### config.mk
export PLATFORM = sky130hd
export DESIGN_NAME = gpio_sw_debounce
export DESIGN_NICKNAME = d
export VERILOG_FILES = /design/src/rtl/gpio_sw_debounce.sv
export SDC_FILE = /design/constraint.sdc
export NUM_CORES = 1
export LEC_CHECK = 0
export ABC_AREA = 1
export BUFFER_PORTS_ARGS = -buffer_cell sky130_fd_sc_hd__buf_4
export CORE_UTILIZATION = 40
export CTS_BUF_LIST = sky130_fd_sc_hd__clkbuf_16
export DETAILED_ROUTE_END_ITERATION = 7
export HOLD_SLACK_MARGIN = 0.12
export MAX_ROUTING_LAYER = met4
export SLEW_MARGIN = 15
export SYNTH_ARGS = -nofsm -noshare
export SYNTH_HDL_FRONTEND = slang
export SYNTH_SLANG_ARGS = --single-unit
### constraint.sdc
create_clock -name clk100 -period 3.3 [get_ports clk100]
set_input_delay 0.66 -clock clk100 [delete_from_list [all_inputs] [get_ports clk100]]
set_output_delay 0.66 -clock clk100 [all_outputs]
set_load 0.1 [all_outputs]
### src/rtl/gpio_sw_debounce.sv
// rtl/gpio_sw_debounce.sv - synchronise and debounce raw switch pins
// Each channel emits a clean level, one-cycle rise/fall strobes and a press-toggled state.
module gpio_sw_debounce #(
  parameter int NUM_SW      = 2,
  parameter int DEB_CYCLES  = 100000,
  parameter int SYNC_STAGES = 2
) (
  input  logic              clk100,
  input  logic              rst,
  input  logic [NUM_SW-1:0] GPIO_SW,
  output logic [NUM_SW-1:0] sw_db,
  output logic [NUM_SW-1:0] sw_rise,
  output logic [NUM_SW-1:0] sw_fall,
  output logic [NUM_SW-1:0] sw_toggle
);

  localparam int CNT_W = $clog2(DEB_CYCLES);
  localparam logic [CNT_W-1:0] CNT_MAX = CNT_W'(DEB_CYCLES - 1);

  if (DEB_CYCLES < 2) begin : g_bad_deb
    $error("DEB_CYCLES must be >= 2");
  end
  if (SYNC_STAGES < 2) begin : g_bad_sync
    $error("SYNC_STAGES must be >= 2");
  end

  typedef enum logic [1:0] {
    IDLE_LO = 2'd0,
    QUAL_HI = 2'd1,
    IDLE_HI = 2'd2,
    QUAL_LO = 2'd3
  } state_t;

  logic [NUM_SW-1:0] r_sync [SYNC_STAGES];
  state_t            r_state [NUM_SW];
  logic [CNT_W-1:0]  r_cnt [NUM_SW];
  logic [NUM_SW-1:0] r_db;
  logic [NUM_SW-1:0] r_rise;
  logic [NUM_SW-1:0] r_fall;
  logic [NUM_SW-1:0] r_toggle;
  logic [NUM_SW-1:0] w_s;

  assign w_s       = r_sync[SYNC_STAGES-1];
  assign sw_db     = r_db;
  assign sw_rise   = r_rise;
  assign sw_fall   = r_fall;
  assign sw_toggle = r_toggle;

  // Plain flop chain: nothing may sit between stages or metastability can leak through.
  always_ff @(posedge clk100 or posedge rst) begin
    if (rst) begin
      for (int k = 0; k < SYNC_STAGES; k++) r_sync[k] <= '0;
    end else begin
      r_sync[0] <= GPIO_SW;
      for (int k = 1; k < SYNC_STAGES; k++) r_sync[k] <= r_sync[k-1];
    end
  end

  always_ff @(posedge clk100 or posedge rst) begin
    if (rst) begin
      for (int i = 0; i < NUM_SW; i++) begin
        r_state[i] <= IDLE_LO;
        r_cnt[i]   <= '0;
      end
      r_db     <= '0;
      r_rise   <= '0;
      r_fall   <= '0;
      r_toggle <= '0;
    end else begin
      r_rise <= '0;
      r_fall <= '0;
      for (int i = 0; i < NUM_SW; i++) begin
        case (r_state[i])
          IDLE_LO: begin
            if (w_s[i]) begin
              r_cnt[i]   <= CNT_W'(1);
              r_state[i] <= QUAL_HI;
            end else begin
              r_cnt[i] <= '0;
            end
          end
          QUAL_HI: begin
            if (!w_s[i]) begin
              r_cnt[i]   <= '0;
              r_state[i] <= IDLE_LO;
            end else if (r_cnt[i] == CNT_MAX) begin
              r_cnt[i]    <= '0;
              r_state[i]  <= IDLE_HI;
              r_db[i]     <= 1'b1;
              r_rise[i]   <= 1'b1;
              r_toggle[i] <= ~r_toggle[i];
            end else begin
              r_cnt[i] <= r_cnt[i] + CNT_W'(1);
            end
          end
          IDLE_HI: begin
            if (!w_s[i]) begin
              r_cnt[i]   <= CNT_W'(1);
              r_state[i] <= QUAL_LO;
            end else begin
              r_cnt[i] <= '0;
            end
          end
          QUAL_LO: begin
            if (w_s[i]) begin
              r_cnt[i]   <= '0;
              r_state[i] <= IDLE_HI;
            end else if (r_cnt[i] == CNT_MAX) begin
              r_cnt[i]   <= '0;
              r_state[i] <= IDLE_LO;
              r_db[i]    <= 1'b0;
              r_fall[i]  <= 1'b1;
            end else begin
              r_cnt[i] <= r_cnt[i] + CNT_W'(1);
            end
          end
          default: begin
            r_cnt[i]   <= '0;
            r_state[i] <= IDLE_LO;
          end
        endcase
      end
    end
  end

endmodule

## Word level (Yosys, flattened, before mapping)

Index checks and enable logic that the tools add are counted.

- Bitwise operators: 2
- Eq/ne operators: 24
- Reduce and logical (&&, ||, !) cells: 10
- Multiplexer cells: 46
- Add/subtract/negate cells: 2

Operators by type and width:

| operator | count |
|---|---|
| $pmux 17 s4 | 2 |
| $mux 17 | 6 |
| $add 17x1->17 const B | 2 |
| $eq 17x17->1 const B | 2 |
| $mux 2 | 12 |
| $ne 2x2->1 const B | 12 |
| $mux 1 | 22 |
| $pmux 2 s4 | 2 |
| $ne 3x3->1 const B | 4 |
| $reduce_and 5->1 | 2 |
| $eq 2x2->1 const B | 4 |
| $reduce_and 4->1 | 2 |
| $reduce_and 3->1 | 2 |
| $eq 2x1->1 const B | 2 |
| $logic_not 2->1 | 2 |
| $pmux 1 s2 | 2 |
| $reduce_bool 2->1 | 2 |
| $not 1->1 | 2 |

- Output and inout bits: 8
- Logic and storage cells: 96
- Register bits after elaboration: 50

## Depth between registers and ports, before layout

- Word-level depth: 4
- Mapped depth: 10
- Depth with buffers taken out: 9

## Worst setup path after synthesis

Ideal clock, no wire load.

- Path kind: register -> output
- From: reg r_toggle[0] (netlist: sw_toggle[0])
- To: out sw_toggle[0]
- Setup slack: 1.728 ns
- Stages on the path, launching flop included: 1
- Data arrival time: 0.912 ns
- Required time: 2.640 ns
- Buffers on the path: 0
- Cells stage by stage: dfrtp_1

RTL lines:

| item | RTL line | text |
|---|---|---|
| from (decl) | 40 | `logic [NUM_SW-1:0] r_toggle;` |
| from (signal, indexed assignment) | 91 | `r_toggle[i] <= ~r_toggle[i];` |
| to (decl) | 14 | `output logic [NUM_SW-1:0] sw_toggle` |

No word-level cell between the ends.

## Worst setup path in the final report

- From: reg r_toggle[0] (netlist: sw_toggle[0])
- To: out sw_toggle[0]

No word-level cell between the ends.

==> flow_summary.yaml <==
logic_synthesis:
  synth_common_cells: "nor2_1 (79), nand2_1 (72), dfrtp_1 (50), inv_1 (45), nand3_1 (25)"
  synth_cell_type_count: 25
  synth_most_common_cell: "nor2_1"
  async_reset_ff_frac: 1.00
  syn_area_sq_um: 2630
  yosys_most_used_dff: "dfrtp_1"
  yosys-top-cells-area: "dfrtp_1 (48%), nor2_1 (11%), nand2_1 (10%)"
  syn_nets: 350
  synth_top_area_cell: "dfrtp_1"
  ys_warn_count: 0
  yosysTopAreaCellShare: 0.477
  synth-edff-count: 0
  ys_seq_elements: 50
  synth_seq_area_share: 0.477
  avgSynthCellArea_sq_um: 7.63
  synthCells: 344
setup_path:
  cp_data_required_time_ns: 2.64
  crit_path_max_incr_delay_ns: 0.37
  critPathArrivalTime_ns: 0.95
  cp_top_family: "flip-flops"
  crit_type: "reg2out"
  critPathBufInv: 1
  crit_path_start_kind: "flip-flop"
  end_kind: "primary output"
  crit_slowest_cell: "dfrtp_1"
  path_cells: "buf_4"
  cp_max_fo: 3
clocking:
  cts-htree-levels: 2
  clock_latency_ns: 0.28
  clkTransAtPathRegs_ns: 0.06
  cts_sinks: 50
  cts_setup_buffers: 0
  cts_resized: 0
  cts_hold_buffers: 0
  cts_root_buffer: "clkbuf_16"
  cts_buffer_depth: 2
  cts_tree: "built"
  cts_buffers: 5
finish:
  nFillCells: 626
  final_util: 0.458
  nets: 363
  stdcell_area_sq_um: 2910
  syn_to_final_growth_pct: 10.7
  diodes: 0
  drive_gt1_frac: 0.0896
place:
  place_congestion: 0.864
  portBuffers: 11
  pre_cts_ws_ns: 1.62
  dp_hpwl_um: 3470
  dpl_cell_area_sq_um: 2770
die:
  fp.dieH_um: 83.0
  die_area_sq_um: 6890
  die_w_um: 83.0
  rows: 29
  core-area_sq_um: 6350
  initial_utilization: 0.413
  ios: 12
sta:
  worst_slew_pin_slew_ns: 0.845
  slew_viol_final: 0
  slew_headroom: 0.436
  clock_skew_ns: 0.00768
  hold_violations: 0
  setup_violations: 0
  grt_setup_unrepaired: "false"
  fin_ws_ns: 1.69
  fmax_mhz: 621
  fin_crit_ns: 1.61
  fin_setup_tns_ns: 0
  fin_crit_sh: 0.488
power:
  power.internal_uw: 903
  clockPowerShare: 0.422
  total_power_uw: 1150
  power.leakage_uw: 0.00132
  switching_share: 0.213
  ir_drop_mv: 0.235
  power_density_nw_per_um2: 395
  comb_power_share: 0.033
  switchingPower_uw: 244
  power_frac_seq: 0.545
global_route:
  grt_pass1_vias: 2091
  grt_pass1_wl_um: 8940
  grt_use_total: 0.161
  grt_overflow_total: 0
  grt_start_max_net_pins: 51
  antenna_found_initial: 0
drt:
  drt_iter0_markers: 124
  wire_per_inst_um: 11.2
  drt_wl_total_um: 4850
  drc: 0
  dr.pass1.iters: 4
  ant_nets: 0
  vias: 2113
  vias_per_cell: 4.87
job:
  maxCapViolCount: 0
hold_path:
  hold_class: "reg2reg"
outcome:
  status: "completed"
## per-layer routing
metal | routed length, um | vias up | GRT usage
met4 | 38 | 0 | 0.0392
li1 | - | 1103 | -
met2 | 2340 | 34 | 0.271
met5 | 0 | - | -
met3 | 134 | 5 | 0.0308
met1 | 2340 | 971 | 0.200
## cell families after synthesis
group / Yosys count / synth area share
buf+inv: 50 / 0.0782
compound gates: 15 / 0.0296
fa+ha+maj: 2 / 0.00953
simple gates: 215 / 0.366
flops: 50 / 0.477
xor+xnor: 12 / 0.0400
## power groups by stage
stage                     clock network [uW]  logic [uW]  registers (uW)
after floorplan                            0        30.1             636
after detailed placement                   0        39.1             637
after global routing                     521        45.3             627
after global placement                     0        38.1             637
final                                    484        37.4             626
after CTS                                502        39.3             626
## placed cells by master, fill, tap and decap left out, types with 5 or more instances in the layout
| cell type | count |
|---|---|
| buf_4 | 11 |
| clkbuf_16 | 5 |
| dfrtp_1 | 50 |
| inv_1 | 45 |
| nand2_1 | 72 |
| nand3_1 | 25 |
| nand4_1 | 8 |
| nor2_1 | 79 |
| nor3_1 | 13 |
| o21ai_0 | 9 |
| xor2_1 | 10 |
## final cells by class
class                      count  area, sq um  share of cell area
sequential                    50         1250               0.431
multi-input combinational    244         1170               0.402
inverter                      45          170              0.0586
clock buffer                   5          125              0.0431
tap                           77         96.3              0.0332
timing repair buffer          11         82.6              0.0284
clock inverter                 2         11.3             0.00388
## flip-flops by register name, indices dropped and copies added, names as in the netlist, named ones only
name / flops
sw_rise: 2
w_s: 2
r_sync: 2
sw_toggle: 2
sw_fall: 2
sw_db: 2
r_state: 2
r_cnt: 34
## worst paths after layout
path	from	to	slack [ns]	cells past startpoint
max	sw_toggle[0]	sw_toggle[0]	1.69	1
min	r_sync[2]	w_s[0]	0.35	0
max reg2reg	r_cnt[0]	r_cnt[13]	1.70	8
min reg2reg	r_sync[2]	w_s[0]	0.35	0
max in group asynchronous	rst	sw_fall[1]	2.26	2
min in group asynchronous	rst	sw_rise[0]	0.52	2
## metrics by stage
step	std cells	hold WS (ns)
detailed placement	427	0.335
CTS	434	0.350
global placement	427	0.334
finish	434	0.348
floorplan	344	0.331
global route	434	0.355
(Power assumes the default switching activity.)
